[config.mk]
export PLATFORM = sky130hd
export DESIGN_NAME = uart_rx_oversample
export DESIGN_NICKNAME = d
export VERILOG_FILES = /design/src/rtl/uart_pkg.sv /design/src/rtl/uart_baud_tick.sv /design/src/rtl/uart_rx_oversample.sv
export SDC_FILE = /design/constraint.sdc
export NUM_CORES = 1
export LEC_CHECK = 0
export CELL_PAD_IN_SITES_DETAIL_PLACEMENT = 0
export CELL_PAD_IN_SITES_GLOBAL_PLACEMENT = 1
export CORE_UTILIZATION = 37
export DETAILED_ROUTE_END_ITERATION = 10
export GPL_ROUTABILITY_DRIVEN = 1
export GPL_TIMING_DRIVEN = 0
export PLACE_DENSITY = 0.71
export SLEW_MARGIN = 20
export SYNTH_ARGS = -nofsm -noshare
export SYNTH_HDL_FRONTEND = slang
export SYNTH_SLANG_ARGS = --single-unit
[constraint.sdc]
create_clock -name clk -period 3.19 [get_ports clk]
set_input_delay 0.7975 -clock clk [delete_from_list [all_inputs] [get_ports clk]]
set_output_delay 0.7975 -clock clk [all_outputs]
set_load 0.005 [all_outputs]
[src/rtl/uart_pkg.sv]
// Shared constants, FSM state type and parity helper for the UART receive path.
package uart_pkg;

  localparam int OVERSAMPLE = 16;
  localparam int DATA_BITS  = 8;

  typedef enum logic [2:0] {
    ST_IDLE,
    ST_START,
    ST_DATA,
    ST_PARITY,
    ST_STOP,
    ST_BREAK
  } rx_state_t;

  // Parity bit a well-formed frame carries for this data byte.
  function automatic logic parity_bit(input logic [DATA_BITS-1:0] data, input logic odd);
    return (^data) ^ odd;
  endfunction

endpackage

[src/rtl/uart_baud_tick.sv]
// Oversample tick divider: one-cycle tick every CLK_DIV clocks, restartable so
// a receiver can phase-align sampling to a detected start edge.
module uart_baud_tick #(
  parameter int CLK_DIV = 27
) (
  input  logic clk,
  input  logic reset,
  input  logic restart,
  output logic tick
);

  logic [9:0] div_cnt;

  assign tick = (div_cnt == 10'(CLK_DIV - 1));

  always_ff @(posedge clk) begin
    if (reset || restart) begin
      div_cnt <= '0;
    end else if (tick) begin
      div_cnt <= '0;
    end else begin
      div_cnt <= div_cnt + 10'd1;
    end
  end

endmodule

[src/rtl/uart_rx_oversample.sv]
// 16x oversampling UART receiver, 8 data bits, LSB first, one stop bit.
// Define UART_RX_PARITY_EN to add a parity bit (even, or odd when PARITY_ODD=1).
module uart_rx_oversample
  import uart_pkg::*;
#(
  parameter int CLK_DIV    = 27,
  parameter int PARITY_ODD = 0
) (
  input  logic       clk,
  input  logic       reset,
  input  logic       rx,
  output logic [7:0] rx_data,
  output logic       rx_valid,
  input  logic       rx_ack,
  output logic       rx_frame_err,
  output logic       rx_parity_err,
  output logic       rx_overrun,
  output logic       rx_busy
);

  localparam logic [3:0] MID_SAMPLE  = 4'(OVERSAMPLE / 2 - 1);
  localparam logic [3:0] LAST_SAMPLE = 4'(OVERSAMPLE - 1);
  localparam logic [2:0] LAST_BIT    = 3'(DATA_BITS - 1);

  logic                 rx_meta;
  logic                 rx_s;
  rx_state_t            state;
  logic [3:0]           sample_cnt;
  logic [2:0]           bit_cnt;
  logic [DATA_BITS-1:0] shift_reg;
  logic                 tick;
  logic                 restart;

  // Two-flop synchronizer; idles high so reset never looks like a start bit.
  always_ff @(posedge clk) begin
    if (reset) begin
      rx_meta <= 1'b1;
      rx_s    <= 1'b1;
    end else begin
      rx_meta <= rx;
      rx_s    <= rx_meta;
    end
  end

  assign restart = (state == ST_IDLE) && !rx_s;
  assign rx_busy = (state != ST_IDLE);

  uart_baud_tick #(.CLK_DIV(CLK_DIV)) u_baud_tick (
    .clk    (clk),
    .reset  (reset),
    .restart(restart),
    .tick   (tick)
  );

`ifdef UART_RX_PARITY_EN
  logic par_bad;
`else
  assign rx_parity_err = 1'b0;
`endif

  // NOTE: sequential state uses <= so every branch reads pre-edge values;
  // later assignments in the same block take priority over earlier defaults.
  always_ff @(posedge clk) begin
    if (reset) begin
      state        <= ST_IDLE;
      sample_cnt   <= '0;
      bit_cnt      <= '0;
      shift_reg    <= '0;
      rx_data      <= '0;
      rx_valid     <= 1'b0;
      rx_frame_err <= 1'b0;
      rx_overrun   <= 1'b0;
`ifdef UART_RX_PARITY_EN
      par_bad       <= 1'b0;
      rx_parity_err <= 1'b0;
`endif
    end else begin
      rx_frame_err <= 1'b0;
      if (rx_ack && rx_valid) begin
        rx_valid   <= 1'b0;
        rx_overrun <= 1'b0;
      end

      case (state)
        ST_IDLE: begin
          if (!rx_s) begin
            state      <= ST_START;
            sample_cnt <= '0;
          end
        end

        ST_START: begin
          if (tick) begin
            if (sample_cnt == MID_SAMPLE) begin
              if (rx_s) begin
                state <= ST_IDLE;
              end else begin
                state      <= ST_DATA;
                sample_cnt <= '0;
                bit_cnt    <= '0;
              end
            end else begin
              sample_cnt <= sample_cnt + 4'd1;
            end
          end
        end

        // Counter wraps 15 -> 0, so each 16th tick lands mid-bit.
        ST_DATA: begin
          if (tick) begin
            sample_cnt <= sample_cnt + 4'd1;
            if (sample_cnt == LAST_SAMPLE) begin
              shift_reg <= {rx_s, shift_reg[DATA_BITS-1:1]};
              bit_cnt   <= bit_cnt + 3'd1;
              if (bit_cnt == LAST_BIT) begin
`ifdef UART_RX_PARITY_EN
                state <= ST_PARITY;
`else
                state <= ST_STOP;
`endif
              end
            end
          end
        end

`ifdef UART_RX_PARITY_EN
        ST_PARITY: begin
          if (tick) begin
            sample_cnt <= sample_cnt + 4'd1;
            if (sample_cnt == LAST_SAMPLE) begin
              par_bad <= (rx_s != parity_bit(shift_reg, PARITY_ODD != 0));
              state   <= ST_STOP;
            end
          end
        end
`endif

        ST_STOP: begin
          if (tick) begin
            sample_cnt <= sample_cnt + 4'd1;
            if (sample_cnt == LAST_SAMPLE) begin
              if (rx_s) begin
                rx_data  <= shift_reg;
                rx_valid <= 1'b1;
                if (rx_valid && !rx_ack) begin
                  rx_overrun <= 1'b1;
                end
`ifdef UART_RX_PARITY_EN
                rx_parity_err <= par_bad;
`endif
                state <= ST_IDLE;
              end else begin
                rx_frame_err <= 1'b1;
                state        <= ST_BREAK;
              end
            end
          end
        end

        ST_BREAK: begin
          if (rx_s) begin
            state <= ST_IDLE;
          end
        end

        default: state <= ST_IDLE;
      endcase
    end
  end

endmodule

== Word level (Yosys, flattened, before mapping) ==
Cells that the tools add are included.

* Flip-flop bits (word level): 41
* Output and inout port bits: 13
* Logic and storage cells: 89

* Reductions and logical operators: 18
* Multiplexer cells: 35
* Eq/ne operators: 19
* $add $sub $neg: 3
* Bitwise operators: 3

{| class="wikitable"
|+ Operators by type and width
! operator !! number
|-
| two-way mux 3 bit || 15
|-
| != test 2 bit (second input constant) || 10
|-
| two-way mux 4 bit || 4
|-
| case mux 3 bit (5 select lines) || 1
|-
| two-way mux 1 bit || 12
|-
| case mux 4 bit (3 select lines) || 1
|-
| adder 10 x 1 -> 10 bit (second input constant) || 1
|-
| equality test 10 x 5 -> 1 bit (second input constant) || 1
|-
| equality test 3 bit (second input constant) || 3
|-
| AND reduction 9 bit || 1
|-
| case mux 3 bit (2 select lines) || 1
|-
| AND reduction 3 bit || 2
|-
| AND reduction 6 bit || 1
|-
| nonzero test 3 bit || 2
|-
| adder 4 x 1 -> 4 bit (second input constant) || 1
|-
| equality test 4 x 3 -> 1 bit (second input constant) || 1
|-
| equality test 4 bit (second input constant) || 1
|-
| AND reduction 4 bit || 1
|-
| OR reduction 2 bit || 2
|-
| OR reduction 4 bit || 1
|-
| adder 3 x 1 -> 3 bit (second input constant) || 1
|-
| equality test 3 x 1 -> 1 bit (second input constant) || 1
|-
| equality test 3 x 2 -> 1 bit (second input constant) || 1
|-
| logical AND 1 bit || 3
|-
| other kinds (7) || 10
|}

== Depth between registers and ports, before layout ==
* Depth in word-level cells: 7
* Depth in mapped cells: 9

== Cells and area by module ==
Synthesis repeated with hierarchy kept, for this count alone.

* Cell total of the unflattened synthesis: 226
* Area total of the unflattened synthesis: 2008.2 µm²

{| class="wikitable"
|+ By module, submodules not included
! module !! times used !! cells each !! seq. area each (µm²) !! area each (µm²)
|-
| uart_rx_oversample || 1 || 177 || 620.6 || 1557.7
|-
| uart_baud_tick || 1 || 49 || 200.2 || 450.4
|}

== Worst setup path after synthesis ==
OpenSTA, ideal clock, no wires.

* Kind: register to register
* Start: register u_baud_tick.div_cnt[0]
* End: register shift_reg[1]
* Data arrival time: 1764 ps
* Cell stages (with the launch flop): 10
* Slack: 1309 ps
* Library setup time: 117 ps
* Path buffers: 2
* Required time: 3073 ps
* Cell sequence: dfxtp_1 -> inv_1 -> ha_1 -> nor4bb_1 -> buf_4 -> nand4_4 -> nor4b_4 -> buf_6 -> mux2i_1 -> nor2_1

* Word-level cells in the longest chain between the ends: 2

{| class="wikitable"
|+ RTL lines
! item !! line !! source
|-
| from (decl) || uart_baud_tick.sv:12 || <nowiki>logic [9:0] div_cnt;</nowiki>
|-
| from (signal assigned) || uart_baud_tick.sv:22 || <nowiki>div_cnt <= div_cnt + 10'd1;</nowiki>
|-
| equality test 10 x 5 -> 1 bit || uart_baud_tick.sv:14 || <nowiki>assign tick = (div_cnt == 10'(CLK_DIV - 1));</nowiki>
|-
| AND reduction 3 bit (no source line) || n/a ||
|-
| to (signal assigned) || uart_rx_oversample.sv:113 || <nowiki>shift_reg <= {rx_s, shift_reg[DATA_BITS-1:1]};</nowiki>
|-
| to (decl) || uart_rx_oversample.sv:30 || <nowiki>logic [DATA_BITS-1:0] shift_reg;</nowiki>
|}

No other way between the ends.
A chain may end at the register's enable or synchronous reset.

== Worst setup path after layout ==
* Start: register state[0]
* End: output port rx_busy

* Word-level cells in the longest chain between the ends: 1

{| class="wikitable"
|+ RTL lines
! item !! line !! source
|-
| from (decl) || uart_rx_oversample.sv:27 || <nowiki>rx_state_t state;</nowiki>
|-
| from (signal assigned) || uart_rx_oversample.sv:65 || <nowiki>state <= ST_IDLE;</nowiki>
|-
| from (signal assigned) || uart_rx_oversample.sv:87 || <nowiki>state <= ST_START;</nowiki>
|-
| from (signal assigned) || uart_rx_oversample.sv:96 || <nowiki>state <= ST_IDLE;</nowiki>
|-
| nonzero test 3 bit || uart_rx_oversample.sv:46 || <nowiki>assign rx_busy = (state != ST_IDLE);</nowiki>
|-
| to (decl) || uart_rx_oversample.sv:18 || <nowiki>output logic rx_busy</nowiki>
|}

No other way between the ends.

==> flow_summary.toml <==
[power_and_ir_drop]
total_power_mw = 0.993
leakage_nw = 0.903
power_density_nw_per_um2 = 434
peakVddDrop_mv = 0.175

[setup_path]
path_class = "reg -> out"
start_kind = "flip-flop"
rr_startpoint = "u_baud_tick.div_cnt[0]$_SDFF_PP0_"
crit_chain = "buf_2, or3_1, clkdlybuf4s50_1"
crit_fanout = 10
worstSetupStartpoint = "state[0]$_SDFFE_PP0P_"
path_buf_inv = 2
cp.required_ns = 2.39
critPathSlowestCell = "clkdlybuf4s50_1"
crit_path_end_kind = "output pin"
crit_family = "buffers and inverters"
critPathMaxStageDelay_ns = 0.47
cp.arrival_ns = 1.69

[global_routing]
antenna_found_initial = 0
grt_pass1_vias = 1322
grt_overflow = 0
grt_pass1_wl_mm = 6.32
grt_max_degree = 14
grt.total_usage_pct = 15.2

[timing]
hold_ws_ns = 0.415
rsz0062_at_grt = "false"
fin_crit_ns = 2.49
period_share_pct = 78.0
maxSlewHeadroom_pct = 66.0
fmax_mhz = 402
setup_viol = 0
fin_setup_tns_ns = 0
worstMarginPinSlew_ns = 0.510
fin_skew_ns = 0.00672
maxSlewViolCount = 0
fin_ws_ns = 0.701
finalHoldViolations = 0

[finish]
diodes = 0
largest_reg_flops = 10
fin_util_pct = 44.8
fillers = 524
final_cells = 307
syn_to_final_growth_pct = 15.9
final_area_sq_um = 2290
layout.nets = 245
layout-drive-gt1-share_pct = 11.8

[detailed_routing]
vias_per_cell = 4.85
drc_errors = 0
dr_total_vias = 1489
wl_mm = 3.72
drtIter0Drc = 81
drtAntennaViolNets = 0
drt-pass1-iter-count = 4
wire_per_inst_um = 12.1

[placed_design]
placed_cell_area_sq_um = 2200
port_buffers = 14
dp_slack_ns = 1.03
dp_cells = 299
hpwl_mm = 2.66
place_congestion = 0.722

[run]
cap_violations = 0

[synth]
synth_cell_types = 51
yosysTopAreaCell = "dfxtp_1"
syn_inst = 215
synth_area_leaders = "dfxtp_1, mux2i_1, nor2_1"
async_reset_ff_share_pct = 0
synth_area_sq_um = 1970
syn_area_per_cell_sq_um = 9.18
synth-warning-count = 0
ys_ff_latch = 41
synth-edff-count = 0
synth_top_area_share_pct = 41.6
ys.flop_type = "dfxtp_1"
syn_nets = 224
ys_seq_area_share_pct = 41.6

[clocking]
path_clk_slew_ns = 0.08
cts_buffers = 5
cts_max_level = 2
cts_setup_buffers = 0
cts_tree = "yes"
ctsResizeCount = 0
cts_max_path_buffers = 2
cts_sinks = 41
ctsHoldBuffers = 0
worst_skew_pair.late_latency_ns = 0.29
root_buffer = "clkbuf_8"

[floorplan]
core_sq_um = 5110
start_util_pct = 38.7
die_area_sq_um = 5630
die_h_um = 75.1
ioPinCount = 17
row_count = 26
dieWidth_um = 75.1

[hold_path]
holdCritPathClass = "reg -> reg"
min_from = "rx_meta$_SDFF_PP1_"

[run_status]
outcome = "completed"
-- synthesized netlist by cell type, types with 2 or more instances --
| library cell | number |
|---|---|
| or2_2 | 3 |
| nand4_1 | 8 |
| buf_2 | 3 |
| inv_1 | 4 |
| xor2_1 | 3 |
| nand3_1 | 7 |
| and3_1 | 2 |
| nand2_1 | 7 |
| nor4_1 | 2 |
| a22oi_1 | 3 |
| or3_1 | 2 |
| and2_1 | 2 |
| mux2i_1 | 19 |
| a211oi_1 | 3 |
| ha_1 | 5 |
| clkbuf_1 | 5 |
| buf_4 | 4 |
| nor2_1 | 43 |
| xnor2_1 | 6 |
| nor4bb_1 | 2 |
| nor2b_1 | 6 |
| nand2b_1 | 3 |
| o221ai_1 | 2 |
| a21oi_1 | 4 |
| dfxtp_1 | 41 |
-- placed cells by master, fill, tap and decap left out, types with 3 or more instances in the layout --
cell type	count
clkbuf_1	5
a211oi_1	3
nand2b_1	3
nand2_1	7
clkbuf_8	5
a21oi_1	4
nor2b_1	6
xor2_1	3
buf_4	4
nand3_1	7
a22oi_1	3
mux2i_1	19
dfxtp_1	41
inv_1	4
nand4_1	8
or2_2	3
xnor2_1	6
buf_2	3
ha_1	5
clkdlybuf4s50_1	14
nor2_1	43
-- kinds of logic after synthesis --
kind of cell / after synthesis / share of synthesized area [%]
muxes: 20 / 10.2
buffers and inverters: 19 / 5.58
and+or+nand+nor: 98 / 27.4
other: 1 / 0.190
adders and majority gates: 5 / 3.17
DFF: 41 / 41.6
xor gates and xnor gates: 9 / 3.99
AOI/OAI and AO/OA: 22 / 7.92
-- power by group --
group          internal (mW)  switching [mW]  leakage, nW  total, mW
sequential             0.521         0.00700        0.331      0.528
clock                  0.151           0.186       0.0439      0.337
combinational         0.0591          0.0691        0.527      0.128
total                  0.731           0.262        0.903      0.993
-- area by class of cell --
cell class	count	area [sq um]	share of cell area [%]
buffer	15	95.1	4.16
clock buffer	5	68.8	3.01
clock inverter	3	17.5	0.765
inverter	4	15.0	0.656
multi-input combinational	155	1040	45.6
sequential	41	821	35.9
tap	70	87.6	3.83
timing repair buffer	14	140	6.12
-- path summary, 6_finish.rpt --
| path | endpoint | slack [ns] | cells after the start |
|---|---|---|---|
| min | rx_s$_SDFF_PP1_ | 0.41 | 1 |
| max reg2reg | shift_reg[1]$_SDFFE_PP0P_ | 1.15 | 9 |
| max | rx_busy | 0.70 | 3 |
| min reg2reg | rx_s$_SDFF_PP1_ | 0.41 | 1 |
-- metal layers --
metal  track usage, %  wire length, um
met3             4.42              141
met1             21.9             1950
met4             5.03               42
met5                0                0
met2             21.6             1590
(Power assumes the default switching activity.)
